File: config.mk
export PLATFORM = sky130hd
export DESIGN_NAME = bus_cycle_ctrl
export DESIGN_NICKNAME = d
export VERILOG_FILES = /design/src/rtl/bus_cycle_ctrl.sv
export SDC_FILE = /design/constraint.sdc
export NUM_CORES = 1
export LEC_CHECK = 0
export CORE_MARGIN = 5
export CORE_UTILIZATION = 42
export CTS_BUF_LIST = sky130_fd_sc_hd__clkbuf_2 sky130_fd_sc_hd__clkbuf_4 sky130_fd_sc_hd__clkbuf_8
export DETAILED_ROUTE_END_ITERATION = 12
export PLACE_DENSITY_LB_ADDON = 0.12
export RECOVER_POWER = 50
export SLEW_MARGIN = 20
export SYNTH_ARGS = -nofsm -noshare
export SYNTH_HDL_FRONTEND = slang
export SYNTH_SLANG_ARGS = --single-unit
File: constraint.sdc
create_clock -name clk -period 2.01 [get_ports clk]
set_clock_uncertainty 0.2 [all_clocks]
set_input_delay 0.3015 -clock clk [delete_from_list [all_inputs] [get_ports clk]]
set_output_delay 0.3015 -clock clk [all_outputs]
set_load 0.01 [all_outputs]
File: src/rtl/bus_cycle_ctrl.sv
`default_nettype none
// ============================================================================
// Module   : bus_cycle_ctrl
// Brief    : 8086-style bus-cycle controller: region decode, chip selects,
//            per-region wait states and BUS_ERR flagging.
//            Optional ALE-to-strobe timeout: define BUS_TIMEOUT_EN.
// Revision : 1.0 - initial release
// ============================================================================
module bus_cycle_ctrl #(
    parameter logic        MEM_SPLIT = 1'b1,
    parameter logic [11:0] IO_BASE2  = 12'h000,
    parameter logic [11:0] IO_BASE3  = 12'h001,
    parameter int          WS0       = 0,
    parameter int          WS1       = 2,
    parameter int          WS2       = 1,
    parameter int          WS3       = 3,
    parameter int          TIMEOUT   = 64
) (
    input  logic        clk,
    input  logic        rst_n,
    input  logic        i_ale,
    input  logic        i_m_io,
    input  logic [19:0] i_addr,
    input  logic        i_rd_n,
    input  logic        i_wr_n,
    output logic [3:0]  o_cs,
    output logic        o_ready,
    output logic        o_busy,
    output logic        o_bus_err
);

    localparam logic [3:0] c_ws0 = 4'(WS0);
    localparam logic [3:0] c_ws1 = 4'(WS1);
    localparam logic [3:0] c_ws2 = 4'(WS2);
    localparam logic [3:0] c_ws3 = 4'(WS3);

    typedef enum logic [2:0] {
        S_IDLE    = 3'd0,
        S_ADDR    = 3'd1,
        S_WAIT    = 3'd2,
        S_DONE    = 3'd3,
        S_RECOVER = 3'd4
    } state_t;

    state_t      r_state;
    logic [1:0]  r_region;
    logic [3:0]  r_wcnt;
    logic [3:0]  r_cs;
    logic        r_ready;
    logic        r_busy;
    logic        r_bus_err;

    state_t      w_state_nxt;
    logic [1:0]  w_region_nxt;
    logic [3:0]  w_wcnt_nxt;
    logic        w_err_nxt;
    logic        w_dec_vld;
    logic [1:0]  w_dec_region;
    logic [3:0]  w_dec_cs;
    logic [3:0]  w_ws_sel;
    logic        w_strobe_any;
    logic        w_strobe_both;
    logic        w_strobe_none;
    logic        w_unused;

`ifdef BUS_TIMEOUT_EN
    localparam logic [6:0] c_to_last = 7'(TIMEOUT - 1);
    logic [6:0] r_to_cnt;
    logic [6:0] w_to_nxt;
`endif

    // Only ADDR[19] and ADDR[15:4] take part in decoding.
    assign w_unused = ^{i_addr[18:16], i_addr[3:0]};

    // Region 2 is tested first so it wins when both IO bases are equal.
    always_comb begin
        w_dec_vld    = 1'b1;
        w_dec_region = 2'd0;
        if (i_m_io) begin
            w_dec_region = (i_addr[19] == MEM_SPLIT) ? 2'd1 : 2'd0;
        end else if (i_addr[15:4] == IO_BASE2) begin
            w_dec_region = 2'd2;
        end else if (i_addr[15:4] == IO_BASE3) begin
            w_dec_region = 2'd3;
        end else begin
            w_dec_vld    = 1'b0;
        end
    end

    assign w_dec_cs = w_dec_vld ? (4'b0001 << w_dec_region) : 4'b0000;

    always_comb begin
        case (r_region)
            2'd0:    w_ws_sel = c_ws0;
            2'd1:    w_ws_sel = c_ws1;
            2'd2:    w_ws_sel = c_ws2;
            default: w_ws_sel = c_ws3;
        endcase
    end

    assign w_strobe_any  = !i_rd_n || !i_wr_n;
    assign w_strobe_both = !i_rd_n && !i_wr_n;
    assign w_strobe_none = i_rd_n && i_wr_n;

    always_comb begin
        w_state_nxt  = r_state;
        w_region_nxt = r_region;
        w_wcnt_nxt   = r_wcnt;
        w_err_nxt    = 1'b0;
`ifdef BUS_TIMEOUT_EN
        w_to_nxt     = 7'd0;
`endif
        case (r_state)
            S_IDLE: begin
                if (i_ale) begin
                    if (w_dec_vld) begin
                        w_region_nxt = w_dec_region;
                        w_state_nxt  = S_ADDR;
                    end else begin
                        w_err_nxt    = 1'b1;
                    end
                end
            end
            S_ADDR: begin
                if (w_strobe_both) begin
                    w_err_nxt   = 1'b1;
                    w_state_nxt = S_RECOVER;
                end else if (w_strobe_any) begin
                    w_wcnt_nxt  = w_ws_sel;
                    w_state_nxt = (w_ws_sel == 4'd0) ? S_DONE : S_WAIT;
                end else begin
`ifdef BUS_TIMEOUT_EN
                    if (r_to_cnt == c_to_last) begin
                        w_err_nxt   = 1'b1;
                        w_state_nxt = S_RECOVER;
                    end else begin
                        w_to_nxt    = r_to_cnt + 7'd1;
                    end
`else
                    w_state_nxt = S_ADDR;
`endif
                end
            end
            S_WAIT: begin
                // Strobe release before the wait count expires is a protocol error.
                if (w_strobe_none) begin
                    w_err_nxt   = 1'b1;
                    w_state_nxt = S_RECOVER;
                end else if (r_wcnt == 4'd1) begin
                    w_state_nxt = S_DONE;
                end else begin
                    w_wcnt_nxt  = r_wcnt - 4'd1;
                end
            end
            S_DONE: begin
                if (w_strobe_none) begin
                    w_state_nxt = S_RECOVER;
                end
            end
            S_RECOVER: begin
                w_wcnt_nxt  = 4'd0;
                w_state_nxt = S_IDLE;
            end
            default: begin
                w_state_nxt = S_IDLE;
            end
        endcase
    end

    // Outputs are registered from the next state so they track the state exactly.
    always_ff @(posedge clk or negedge rst_n) begin
        if (!rst_n) begin
            r_state   <= S_IDLE;
            r_region  <= 2'd0;
            r_wcnt    <= 4'd0;
            r_cs      <= 4'd0;
            r_ready   <= 1'b1;
            r_busy    <= 1'b0;
            r_bus_err <= 1'b0;
`ifdef BUS_TIMEOUT_EN
            r_to_cnt  <= 7'd0;
`endif
        end else begin
            r_state   <= w_state_nxt;
            r_region  <= w_region_nxt;
            r_wcnt    <= w_wcnt_nxt;
            r_bus_err <= w_err_nxt;
            r_ready   <= (w_state_nxt != S_WAIT);
            r_busy    <= (w_state_nxt != S_IDLE);
            r_cs      <= ((w_state_nxt == S_ADDR) || (w_state_nxt == S_WAIT) ||
                          (w_state_nxt == S_DONE)) ? (4'b0001 << w_region_nxt) : 4'b0000;
`ifdef BUS_TIMEOUT_EN
            r_to_cnt  <= w_to_nxt;
`endif
        end
    end

    // During the ALE cycle the decode bypasses the register so the device sees CS with ALE.
    assign o_cs      = ((r_state == S_IDLE) && i_ale) ? w_dec_cs : r_cs;
    assign o_ready   = r_ready;
    assign o_busy    = r_busy;
    assign o_bus_err = r_bus_err;

endmodule
`default_nettype wire
# Word level (Yosys, flattened, before mapping)
# Index checks and enable logic that the tools add are counted.
[word_totals]
reg_bits = 16
latchBits = 0
ram_bits = 0
rom_bits = 0
inputBits = 26
wordCells = 74
n_memories = 0
[classes]
add_sub_neg = 1
n_mul = 0
div = 0
n_lt_le_gt_ge = 0
eq_ne = 16
n_shift = 2
muxes = 33
bitwise = 0
reduce_logical = 15
[op_table]
columns = ["op", "n"]
rows = [
  ["2-to-1 mux 4 bit", 7],
  ["2-to-1 mux 3 bit", 6],
  ["2-to-1 mux 2 bit", 7],
  ["equality test 12 x 1 -> 1 bit (second input constant)", 1],
  ["equality test 3 x 2 -> 1 bit (second input constant)", 4],
  ["zero test 12 bit", 1],
  ["case mux 3 bit (4 select lines)", 1],
  ["case mux 4 bit (3 select lines)", 1],
  ["2-to-1 mux 1 bit", 9],
  ["inequality test 2 bit (second input constant)", 4],
  ["<< shifter 1 x 2 -> 4 bit (first input constant)", 2],
  ["equality test 3 x 1 -> 1 bit (second input constant)", 2],
  ["case mux 2 bit (3 select lines)", 1],
  ["nonzero test 3 bit", 2],
  ["AND reduction 5 bit", 1],
  ["equality test 4 x 1 -> 1 bit (second input constant)", 1],
  ["zero test 4 bit", 1],
  ["subtractor 4 x 1 -> 4 bit (second input constant)", 1],
  ["equality test 3 bit (second input constant)", 1],
  ["logical AND 1 bit", 3],
  ["zero test 3 bit", 1],
  ["logical OR 1 bit", 3],
  ["inequality test 3 x 2 -> 1 bit (second input constant)", 1],
  ["case mux 1 bit (3 select lines)", 1],
  ["other kinds (4)", 5],
]

# Depth between registers and ports, before layout
[logic_depth]
depth_word = 11
ltp_mapped = 8
depth_no_buf = 7

# Worst setup path before layout
# Ideal clock, no wire load.
[synth_path]
path_type = "register to output"
startpoint = "register r_state[2]"
endpoint = "output o_cs[2]"
arrival_time_ns = 1.596
required_time_ns = 1.508
path_slack_ns = -0.088
path_stages_with_launch = 5
path_buffers = 2
cell_sequence = "dfrtp_1 > buf_6 > or4b_1 > buf_2 > o41ai_1"
[synth_via]
elab_chain_cells = 3
[synth_lines]
columns = ["element", "line_no", "text"]
rows = [
  ["start, declared", "45", "state_t r_state;"],
  ["start signal, assigned", "184", "r_state <= w_state_nxt;"],
  ["zero test 3 bit", "199", "assign o_cs = ((r_state == S_IDLE) && i_ale) ? w_dec_cs : r_cs;"],
  ["logical AND 1 bit", "199", ""],
  ["2-to-1 mux 4 bit", "199", ""],
  ["end, declared", "26", "output logic [3:0] o_cs,"],
]
# No other way between the ends.

# Worst setup path after layout
[layout_path]
startpoint = "input i_addr[14]"
endpoint = "output o_cs[3]"
[layout_via]
elab_chain_cells = 7
elab_cells_between_ends = 11
[layout_lines]
columns = ["element", "line_no", "text"]
rows = [
  ["start, declared", "23", "input logic [19:0] i_addr,"],
  ["equality test 12 x 1 -> 1 bit", "83", "end else if (i_addr[15:4] == IO_BASE3) begin"],
  ["2-to-1 mux 2 bit", "83", ""],
  ["2-to-1 mux 2 bit", "81", "end else if (i_addr[15:4] == IO_BASE2) begin"],
  ["2-to-1 mux 2 bit", "79", "if (i_m_io) begin"],
  ["<< shifter 1 x 2 -> 4 bit", "90", "assign w_dec_cs = w_dec_vld ? (4'b0001 << w_dec_region) : 4'b0000;"],
  ["2-to-1 mux 4 bit *", "90", ""],
  ["2-to-1 mux 4 bit *", "199", ""],
]
# Mark *: on every way between the ends. The rest lies on a longest branch, timed or not.

==> impl_results.md <==
- Status: finished, violations left
- Failing checks: negative setup slack
- Post-synthesis sequential area ratio: 40.8%
- Routed len/inst: 14.8 µm
- # setup viols final: 6
- Worst-Skew Late Latency: 0.30 ns
- DRC Markers: 0
- Synth top area share: 38.1%
- Setup CP Type: input port to output port
- Slew margin rel.: 40.5%
- H-tree Lvls: 1
- Synth top cells by count: dfrtp_1 (15), nand2_1 (12), nor2_1 (12), inv_1 (9), a21oi_1 (5)
- CTS Buf Count: 3
- EDFF count, synth: 0
- Final cell count without fillers: 195
- Share of cells above drive strength 1: 43.1%
- Initial core utilization: 44.1%
- Detail Placement HPWL: 1900 µm
- Layout area overhead: 73.1%
- Dominant cells by area after synthesis: dfrtp_1 (38%), ha_1 (5.1%), nand2_1 (4.6%)
- Die ar.: 3410 µm²
- Fin crit share: 113%
- Final #Nets: 198
- GR Overflow Total: 0
- Required @ worst endpoint: 1.51 ns
- Hold Crit Class: flip-flop to flip-flop
- P_leak: 0.790 nW
- Yosys warns: 0
- Fmax: 442 MHz
- Antenna Nets Post-Route: 0
- Vert. Die Dim: 58.4 µm
- Global-route wire length before repair: 4790 µm
- Worst setup EP type: output port
- WP data arrival: 1.76 ns
- Hold Buf Count CTS: 0
- Reg2Reg Depth: 8
- Synth Area per Inst: 9.12 µm²
- Count leader, synth: dfrtp_1
- Worst vdd ir: 0.854 mV
- Router iterations before antenna repair: 4
- Wirelength, routed: 2890 µm
- Clock Root Buffer: clkbuf_4
- Total track usage: 18.3%
- DRT iter0 DRCs: 32
- RSZ-0062 raised after global routing: true
- Slew of the pin with the lowest slew margin: 0.893 ns
- Number of diodes: 0
- CTS Sinks: 16
- Via count: 1,032
- Initial antenna violation count: 0
- Area leader, netlist: dfrtp_1
- Die width: 58.4 µm
- Max-cap viol count: 0
- Clock transition at the registers of the reported paths: 0.11 ns
- Vias in the first global route: 1,068
- Unique cell type count in the Yosys netlist: 38
- Final Worst Setup Slack: -0.255 ns
- Mapped Cells: 108
- GP Congestion: 0.811
- Tmin final: 2.26 ns
- Max-slew violations: 0
- Via density: 5.29
- CP Max Fanout: 3
- Synth Register Bits: 16
- Synth async-reset ratio: 100%
- Placed Cells incl. Taps: 179
- Port bufs: 25
- Hold Worst Slack: 0.314 ns
- Placement Rows: 17
- Core Region: 2230 µm²
- PwrDens: 1150 nW/µm²
- Area of the mapped netlist: 985 µm²
- Largest net degree at the start of global routing: 17
- Worst hold path depth: 1
- Place WS: -0.662 ns
- I/O Pins: 33
- CP startpoint kind: input port
- TritonCTS clock tree: yes
- End-of-flow core utilization: 76.3%
- Clock Path Buffers: 2
- Synthesized Nets: 138
- Ys flop type: dfrtp_1
- Endpoints failing hold: 0
layout by cell type, fill, tap and decap left out, types with 3 or more instances in the layout:
cell type        instances
nand2_1                 11
buf_4                   28
a21oi_1                  3
buf_6                    6
nor3_1                   4
a21o_1                   3
dfrtp_1                 15
nand3b_1                 3
nor2_1                  10
ha_1                     3
clkdlybuf4s50_1         18
inv_1                    9
buf_2                    4
clkbuf_4                 3
cell type report:
type	instances	area (µm²)
fill	165	529
clock buffer	4	36.3
sequential	16	402
tap	28	35.0
multi-input combinational	77	684
inverter	10	37.5
timing repair buffer	60	509
layer usage:
| metal | vias to the layer above | global-route usage (%) | part of all wire (%) |
|---|---|---|---|
| met5 | - | 0 | 0 |
| met4 | 0 | 6.95 | 2.5 |
| met3 | 8 | 4.82 | 4.0 |
| met2 | 25 | 31.1 | 53 |
| met1 | 498 | 22.0 | 41 |
| li1 | 501 | - | - |
registers in the layout, summed over array words and instances, names as in the netlist:
| register | cells |
|---|---|
| o_bus_err | 1 |
| o_busy | 1 |
| o_ready | 1 |
| r_cs | 4 |
| r_region | 2 |
| r_state | 3 |
| r_wcnt | 4 |
report_power, final:
| group | leakage [nW] | internal, mW | switching, mW |
|---|---|---|---|
| Clock | 0.0210 | 0.110 | 0.110 |
| Sequential | 0.206 | 0.425 | 0.0717 |
| Combinational | 0.563 | 0.620 | 0.614 |
| Total | 0.790 | 1.16 | 0.796 |
worst max-delay path, cell delays in order:
cell and delay [ns]:
clkdlybuf4s50_1 0.42, nor4_2 0.34, nand3_1 0.22, o31ai_1 0.30, buf_2 0.18
stage by stage:
step	setup TNS, ns	power [mW]	area (µm²)
2_1_floorplan	0	1.00	992
3_3_place_gp	-4.96	1.37	1420
3_5_place_dp	-5.25	1.40	1420
4_1_cts	-0.686	1.74	1590
5_1_grt	-2.22	2.10	1700
6_report	-0.786	1.95	1700
final timing paths:
path / startpoint / to / slack, ns
worst max-delay path: i_addr[14] / o_cs[3] / -0.25
worst min-delay path: r_wcnt[3]$_DFFE_PN0P_ / r_wcnt[3]$_DFFE_PN0P_ / 0.31
worst max register to register: r_state[2]$_DFF_PN0_ / r_cs[2]$_DFF_PN0_ / -0.04
worst min register to register: r_wcnt[3]$_DFFE_PN0P_ / r_wcnt[3]$_DFFE_PN0P_ / 0.31
max in group asynchronous: rst_n / r_state[2]$_DFF_PN0_ / 0.62
min in group asynchronous: rst_n / r_wcnt[1]$_DFFE_PN0P_ / 0.43
cells by family (layout without fill, tap and decap cells):
group           after synthesis  count (layout)  share of synthesized area, %
simple gates                 45              45                          24.4
mux                           3               3                          3.05
compound gates               25              25                          19.9
buf+inv                      15              74                          6.73
flops                        16              16                          40.8
fa+ha+maj                     4               4                          5.08
what timing repair did:
action / 4_1_cts / 5_1_grt
hold endpoints to repair: 0 / 0
pin swaps: 11 / 10
setup buffers: 9 / 4
cloned: 0 / 0
endpoints found under the setup margin: 11 / 16
resized for setup: 33 / 18
Note: power is estimated with default switching activity, not from simulation.
